<file path="config.mk">
export PLATFORM = sky130hd
export DESIGN_NAME = regfile_operand_fetch
export DESIGN_NICKNAME = d
export VERILOG_FILES = /design/src/rtl/regfile_fetch_pkg.sv /design/src/rtl/regfile_operand_fetch_bypass.sv /design/src/rtl/regfile_operand_fetch.sv
export SDC_FILE = /design/constraint.sdc
export NUM_CORES = 1
export LEC_CHECK = 0
export BUFFER_PORTS_ARGS = -buffer_cell sky130_fd_sc_hd__buf_2
export CORE_MARGIN = 1.5
export CORE_UTILIZATION = 51
export CTS_CLUSTER_DIAMETER = 120
export DETAILED_ROUTE_END_ITERATION = 10
export PLACE_DENSITY = 0.82
export SLEW_MARGIN = 20
export SYNTH_ARGS = -nofsm -noshare
export SYNTH_HDL_FRONTEND = slang
export SYNTH_SLANG_ARGS = --single-unit
</file>
<file path="constraint.sdc">
create_clock -name CLK -period 2 [get_ports CLK]
set_input_delay 0.4 -clock CLK [delete_from_list [all_inputs] [get_ports CLK]]
set_output_delay 0.4 -clock CLK [all_outputs]
set_load 0.02 [all_outputs]
</file>
<file path="src/rtl/regfile_fetch_pkg.sv">
// Shared types and default widths for the register-file operand fetch block.
// Holds the sequencer state enum and the default data/address/tag widths.
package regfile_fetch_pkg;

    localparam int DEF_DATA_W = 16;
    localparam int DEF_ADDR_W = 3;
    localparam int DEF_TAG_W  = 4;

    typedef enum logic [1:0] {
        IDLE,
        READ,
        CAPTURE,
        HOLD
    } fetch_state_t;

endpackage

</file>
<file path="src/rtl/regfile_operand_fetch_bypass.sv">
// operand_bypass_mux: picks the freshest value for one source operand.
// Ports: rf_data (file output), byp_flag/byp_value (writeback saved in READ),
//        wb_valid/wb_addr/wb_data (live writeback), src_addr, operand (result).
module operand_bypass_mux
    import regfile_fetch_pkg::*;
#(
    parameter int DATA_W = DEF_DATA_W,
    parameter int ADDR_W = DEF_ADDR_W
) (
    input  logic [DATA_W-1:0] rf_data,
    input  logic              byp_flag,
    input  logic [DATA_W-1:0] byp_value,
    input  logic              wb_valid,
    input  logic [ADDR_W-1:0] wb_addr,
    input  logic [DATA_W-1:0] wb_data,
    input  logic [ADDR_W-1:0] src_addr,
    output logic [DATA_W-1:0] operand
);

    logic live_hit;

    // A live writeback is younger than anything saved in READ, so it wins.
    assign live_hit = wb_valid && (wb_addr == src_addr);

    always_comb begin
        operand = rf_data;
        if (live_hit) begin
            operand = wb_data;
        end else if (byp_flag) begin
            operand = byp_value;
        end
    end

endmodule

</file>
<file path="src/rtl/regfile_operand_fetch.sv">
// Operand fetch sequencer: drives an 8x16 register file with 1-cycle reads,
// forwards writebacks the read timing would miss, and hands operands onward.
// Ports: CLK, RST_N; req_* (request in, valid/ready); wb_* (writeback in);
//        rf_* (register file read/write ports); op_* (operands out, valid/ready).
module regfile_operand_fetch
    import regfile_fetch_pkg::*;
#(
    parameter int DATA_W = DEF_DATA_W,
    parameter int ADDR_W = DEF_ADDR_W,
    parameter int TAG_W  = DEF_TAG_W
) (
    input  logic              CLK,
    input  logic              RST_N,
    input  logic              req_valid,
    output logic              req_ready,
    input  logic [ADDR_W-1:0] req_rs_a,
    input  logic [ADDR_W-1:0] req_rs_b,
    input  logic [ADDR_W-1:0] req_rd,
    input  logic [TAG_W-1:0]  req_tag,
    input  logic              wb_valid,
    input  logic [ADDR_W-1:0] wb_addr,
    input  logic [DATA_W-1:0] wb_data,
    output logic [ADDR_W-1:0] rf_readA_addr,
    output logic [ADDR_W-1:0] rf_readB_addr,
    input  logic [DATA_W-1:0] rf_A,
    input  logic [DATA_W-1:0] rf_B,
    output logic              rf_write,
    output logic [ADDR_W-1:0] rf_write_addr,
    output logic [DATA_W-1:0] rf_write_value,
    output logic              op_valid,
    input  logic              op_ready,
    output logic [DATA_W-1:0] op_a,
    output logic [DATA_W-1:0] op_b,
    output logic [ADDR_W-1:0] op_rd,
    output logic [TAG_W-1:0]  op_tag
);

    fetch_state_t state_q;
    fetch_state_t state_d;
    logic         load_req;

    logic [ADDR_W-1:0] rs_a_q;
    logic [ADDR_W-1:0] rs_b_q;
    logic [ADDR_W-1:0] rd_q;
    logic [TAG_W-1:0]  tag_q;

    logic              byp_a_q;
    logic              byp_b_q;
    logic [DATA_W-1:0] saved_a_q;
    logic [DATA_W-1:0] saved_b_q;

    logic              hit_a;
    logic              hit_b;
    logic [DATA_W-1:0] fwd_a;
    logic [DATA_W-1:0] fwd_b;

    // Writeback is never stalled; it feeds the file directly.
    assign rf_write       = wb_valid;
    assign rf_write_addr  = wb_addr;
    assign rf_write_value = wb_data;

    assign rf_readA_addr = rs_a_q;
    assign rf_readB_addr = rs_b_q;

    assign hit_a = wb_valid && (wb_addr == rs_a_q);
    assign hit_b = wb_valid && (wb_addr == rs_b_q);

    always_ff @(posedge CLK or negedge RST_N) begin
        if (!RST_N) begin
            state_q <= IDLE;
        end else begin
            state_q <= state_d;
        end
    end

    always_comb begin
        state_d   = state_q;
        req_ready = 1'b0;
        load_req  = 1'b0;
        unique case (state_q)
            IDLE: begin
                req_ready = 1'b1;
                if (req_valid) begin
                    load_req = 1'b1;
                    state_d  = READ;
                end
            end
            READ: begin
                state_d = CAPTURE;
            end
            CAPTURE: begin
                state_d = HOLD;
            end
            HOLD: begin
                req_ready = op_ready;
                if (op_ready) begin
                    if (req_valid) begin
                        load_req = 1'b1;
                        state_d  = READ;
                    end else begin
                        state_d = IDLE;
                    end
                end
            end
            default: begin
                state_d = IDLE;
            end
        endcase
    end

    always_ff @(posedge CLK or negedge RST_N) begin
        if (!RST_N) begin
            rs_a_q <= '0;
            rs_b_q <= '0;
            rd_q   <= '0;
            tag_q  <= '0;
        end else if (load_req) begin
            rs_a_q <= req_rs_a;
            rs_b_q <= req_rs_b;
            rd_q   <= req_rd;
            tag_q  <= req_tag;
        end
    end

    // A write landing on the READ edge is missed by the file's sample,
    // so it is saved here and replayed at CAPTURE.
    always_ff @(posedge CLK or negedge RST_N) begin
        if (!RST_N) begin
            byp_a_q   <= 1'b0;
            byp_b_q   <= 1'b0;
            saved_a_q <= '0;
            saved_b_q <= '0;
        end else if (state_q == READ) begin
            byp_a_q <= hit_a;
            byp_b_q <= hit_b;
            if (hit_a) begin
                saved_a_q <= wb_data;
            end
            if (hit_b) begin
                saved_b_q <= wb_data;
            end
        end else if (state_q == CAPTURE) begin
            byp_a_q <= 1'b0;
            byp_b_q <= 1'b0;
        end
    end

    operand_bypass_mux #(
        .DATA_W(DATA_W),
        .ADDR_W(ADDR_W)
    ) u_mux_a (
        .rf_data  (rf_A),
        .byp_flag (byp_a_q),
        .byp_value(saved_a_q),
        .wb_valid (wb_valid),
        .wb_addr  (wb_addr),
        .wb_data  (wb_data),
        .src_addr (rs_a_q),
        .operand  (fwd_a)
    );

    operand_bypass_mux #(
        .DATA_W(DATA_W),
        .ADDR_W(ADDR_W)
    ) u_mux_b (
        .rf_data  (rf_B),
        .byp_flag (byp_b_q),
        .byp_value(saved_b_q),
        .wb_valid (wb_valid),
        .wb_addr  (wb_addr),
        .wb_data  (wb_data),
        .src_addr (rs_b_q),
        .operand  (fwd_b)
    );

    always_ff @(posedge CLK or negedge RST_N) begin
        if (!RST_N) begin
            op_valid <= 1'b0;
            op_a     <= '0;
            op_b     <= '0;
            op_rd    <= '0;
            op_tag   <= '0;
        end else if (state_q == CAPTURE) begin
            op_valid <= 1'b1;
            op_a     <= fwd_a;
            op_b     <= fwd_b;
            op_rd    <= rd_q;
            op_tag   <= tag_q;
        end else if (state_q == HOLD && op_ready) begin
            op_valid <= 1'b0;
        end
    end

endmodule

</file>
* Yosys cells after proc, flatten, opt, wreduce, memory -nomap -nowiden
Cells that the tools add are included.
** Operators by class
- Equality and inequality tests :: 7
- Mux-type cells :: 17
- Reduce and logical (&&, ||, !) cells :: 9
** Operators with widths (count)
- 2-to-1 mux 16 bit :: 4
- 2-to-1 mux 1 bit :: 8
- case mux 2 bit (4 select lines) :: 1
- equality test 3 bit :: 2
- AND reduction 2 bit :: 3
- equality test 2 bit, second input constant :: 2
- 2-to-1 mux 2 bit :: 2
- inequality test 2 bit, second input constant :: 2
- case mux 1 bit (2 select lines) :: 2
- nonzero test 2 bit :: 2
- logical AND 1 bit :: 3
- equality test 2 x 1 -> 1 bit, second input constant :: 1
- logical NOT 2 bit :: 1
** Word-level totals
- Register bits :: 89
- Input port bits :: 69

* Depth between registers and ports, before layout
- Depth after elaboration :: 4
- Depth in mapped cells :: 7
- Depth with buffers taken out :: 6

* Modules after synthesis
A second synthesis with hierarchy kept.
** Second synthesis, totals
- Cells, all modules :: 309
- Area, all modules :: 4573.1 um^2
** By module, submodules not included
- regfile_operand_fetch :: instances 1, cells an instance 231, area each 3639.7 um^2, sequential area each 2227.1 um^2
- operand_bypass_mux :: instances 2, cells an instance 39, area each 466.7 um^2, sequential area each 0.0 um^2

* Worst setup path after synthesis
Ideal clock, no wire load.
- Path kind :: register to register
- Start :: reg state_q[0]
- End :: reg rd_q[0]
- Library setup time :: 125 ps
- Arrival :: 2030 ps
- Slack :: -155 ps
- Stages on the path, launching flop included :: 7
- Buffers on the path :: 1
- Path through :: dfrtp_1 -> inv_1 -> ha_1 -> a21oi_1 -> and2_0 -> buf_2 -> mux2_2
** Between the ends
- Word-level cells in the longest chain between the ends :: 2
- Elaborated cells on any way between the ends :: 3
- Classes of those cells :: eq/ne (1); mux (1); reduce/logical (1)
** Ends and longest elaborated chain
- start: declaration :: line regfile_operand_fetch.sv:38 : fetch_state_t state_q;
- start signal: assignment :: line regfile_operand_fetch.sv:72 : state_q <= state_d;
- equality test 2 bit / logical NOT 2 bit (equally long branches) :: line regfile_operand_fetch.sv:80 : unique case (state_q)
- case mux 1 bit (2 select lines) * :: line regfile_operand_fetch.sv:80
- end signal: assignment :: line regfile_operand_fetch.sv:120 : rd_q <= req_rd;
- end: declaration :: line regfile_operand_fetch.sv:44 : logic [ADDR_W-1:0] rd_q;
Every way passes the cells marked *; elsewhere a longest branch is shown, timed or not.
A chain may end at the register's enable or synchronous reset.

* Final worst setup path
- Start :: reg state_q[1]
- End :: out req_ready
** Between the ends
- Word-level cells in the longest chain between the ends :: 2
- Elaborated cells on any way between the ends :: 3
- Classes of those cells :: eq/ne (1); mux (1); reduce/logical (1)
** Ends and longest elaborated chain
- equality test 2 bit / logical NOT 2 bit (equally long branches) :: line regfile_operand_fetch.sv:80
- case mux 1 bit (2 select lines) * :: line regfile_operand_fetch.sv:80
- end: declaration :: line regfile_operand_fetch.sv:15 : output logic req_ready,
Marks and branches as above.

==> summary.txt <==
Yosys
  – Simple-Gate Fraction of Synth Area: 9.929%
  – Post-synthesis xor/xnor area fraction: 1.198%
  – Syn Nets: 455
  – Mux contribution to synthesized area: 14.38%
  – Ys flop type: dfrtp_1
  – Adder-cell share of the synthesized area: 1.427%
  – Synth Area in Compound Gates: 13.01%
  – Asr flop ratio synth: 100.0%
  – Avg Inst Size Synth: 11.51 um2
  – Largest family of logic cells by synthesized area: multiplexers
  – Syn Inst Count: 381
  – Seq/Total Area, Yosys: 50.78%
  – EDFF count, synth: 0
  – Synthesized cell area: 0.004385 mm2
  – Number of distinct library cells after synthesis: 27
  – Synth Register Bits: 89
  – Yosys warns: 0

Setup path
  – CP startpoint kind: register
  – Reg2reg path depth: 6
  – Req. time, crit path: 1600 ps
  – Crit. End Element: output pin
  – CP Data Arrival Time: 1540 ps
  – Crit Path Category: register to output pin
  – Worst-path maximum fanout: 6

Pwr
  – Max VDD drop: 950.2 uV
  – Lkg Pwr: 2.581 nW
  – Pwr dens: 1549 mW/mm2

Global route
  – First-pass GRT wire length: 15750 um
  – Grt ovf: 0
  – Antenna violations before repair: 0
  – Vias in the first global route: 3347
  – Largest net degree at the start of global routing: 44
  – Tot GR Track Use: 22.57%

Floorplanning
  – Rows: 33
  – DIE AREA: 0.009164 mm2
  – Core Area: 0.008258 mm2
  – Die H: 95.73 um
  – # IOs: 136
  – Initial Util: 53.11%
  – Die W: 95.73 um

Layout
  – Multi-input gate area: 0.001778 mm2
  – Cell area after layout: 0.005318 mm2
  – Commonest non-fill, non-tap cell in the layout: buf_2
  – Commonest non-fill, non-tap cells in the layout: buf_2 (133), dfrtp_1 (88), inv_1 (37), nand3_1 (34), mux2_2 (33)
  – Area Overhead vs Synth: 21.26%
  – Fillers: 667
  – Layout cells sized above 1: 48.39%
  – Register area: 0.002228 mm2
  – NumNets Final: 568
  – Ant diodes: 0

CTS
  – CTS Buf Count: 9
  – CTS clk-pin slew, worst paths: 80 ps
  – H-tree levels: 3
  – Root buf cell: clkbuf_8
  – Max clock buf depth: 2
  – CTS sink count: 89
  – CTS tree: yes
  – Clock latency at the later pin of the worst-skew pair: 350 ps

STA
  – Achievable frequency: 0.5160 GHz
  – Slew Viols, Final: 0
  – Skew final: 8.950 ps
  – Post-route setup TNS: 0 ps
  – Worst-Margin Slew: 510.7 ps
  – Relative slew margins: 65.74%
  – Fin. Hold Viols: 0
  – Period utilisation layout: 96.90%
  – Final Setup Violations: 0
  – Min Tclk post-route: 1938 ps
  – Unrepaired setup endpoints after global routing: no

Routing
  – Initial DRC count: 181
  – Vias: 3352
  – DRC viols: 0
  – WL/cell: 16.77 um
  – Post-route ant nets: 0
  – Vias per cell: 5.559
  – Post-Route WL: 10110 um
  – TritonRoute pass-1 iters: 4

Placed design
  – GPL Wtd Cong: 0.8620
  – PortBufs: 135
  – HPWL after DPL: 7248 um
  – Placed cell areas: 0.005091 mm2

Flow run
  – Max-cap check violation count: 0

Run status
  – Outcome: finished, final reports clean

Min path
  – Hold/Removal Path Class: input pin to register
  – Min-Delay Path Depth: 2
[cells by family after synthesis]
logic type / count (synthesis)
adder cells (fa/ha/maj): 5
AND/OR/NAND/NOR: 72
multiplexers: 53
XOR/XNOR: 6
flip-flops: 89
buffers and inverters: 84
AO/OA/AOI/OAI: 72
[report_power, final]
part | internal (mW) | total (mW) | switching (mW)
sequential | 2.70 | 3.20 | 0.504
clock | 0.731 | 1.32 | 0.592
combinational | 1.65 | 3.71 | 2.06
total | 5.08 | 8.24 | 3.15
[cell type report]
type	instances	area share, %
sequential	89	41.91
inverter	39	2.753
clock buffer	12	2.729
multi-input combinational	208	33.44
tap	105	2.471
timing repair buffer	147	15.48
clock inverter	3	1.224
[critical path, cell delays in order, from the launching register on]
cell and delay [ps]:
dfrtp_2 460, inv_1 120, ha_2 330, a21oi_4 130, buf_4 160
[layer usage]
layer	GRT usage [%]	routed length [um]	vias up	share of wire [%]
li1	-	-	1572	-
met1	28.96	4263	1656	42
met2	36.15	5071	104	50
met3	5.292	584	20	5.8
met4	10.42	192	0	1.9
met5	0	0	-	0
[path summary, 6_finish.rpt]
path                                    end   startpoint  slack [ps]
max                               req_ready   state_q[1]          60
min                        rf_readB_addr[2]  req_rs_b[2]         280
max reg2reg                         rd_q[2]   state_q[1]         110
min reg2reg                        op_valid     op_valid         500
max in group asynchronous      saved_b_q[6]        RST_N         900
min in group asynchronous          op_a[11]        RST_N         510
[Yosys cell counts (2+ instances only)]
master    instances  area, um2
o221ai_1         32      280.3
clkbuf_1         21      78.83
mux2_4            9      135.1
nor4_4            2      42.54
mux2_2           33      371.6
or2_2            32      200.2
o211ai_1         32      240.2
nand2_2           2      12.51
xor2_1            6      52.55
buf_6             2      22.52
clkinv_1          2      7.510
mux2_1           11      123.9
nand3_1          34      170.2
ha_1              5      62.56
dfrtp_1          89       2227
o21ai_0           2      10.01
inv_1            37      138.9
a21oi_1           2      10.01
buf_4            20      150.1
[what timing repair did]
| item | 4_1_cts | 5_1_grt |
|---|---|---|
| endpoints found under the hold margin | 26 | 0 |
| hold buffers | 1 | 0 |
| setup endpoints to repair | 1 | 1 |
| setup buffers | 0 | 0 |
| cloned | 0 | 0 |
| gates resized for setup | 1 | 2 |
[flip-flops by register name (all words and copies together) (netlist names)]
name / cells
rd_q: 3
op_valid: 1
op_b: 16
rf_readB_addr: 3
op_tag: 4
byp_b_q: 1
byp_a_q: 1
saved_a_q: 16
rf_readA_addr: 3
op_rd: 3
state_q: 2
op_a: 16
saved_b_q: 16
tag_q: 4
[stage by stage]
stage          setup WS, ps  utilization, %  instances  hold WS [ps]  power (mW)
3_3_place_gp          180.5           61.65        587         335.2       6.749
4_1_cts               17.81           64.33        603         275.7       8.270
6_report              61.98           64.39        603         283.9       8.236
5_1_grt               4.203           64.39        603         270.0       8.761
3_5_place_dp          81.79           61.65        587         344.1       6.944
2_1_floorplan         42.39               -        381         104.4       5.732
(Power assumes the default switching activity.)
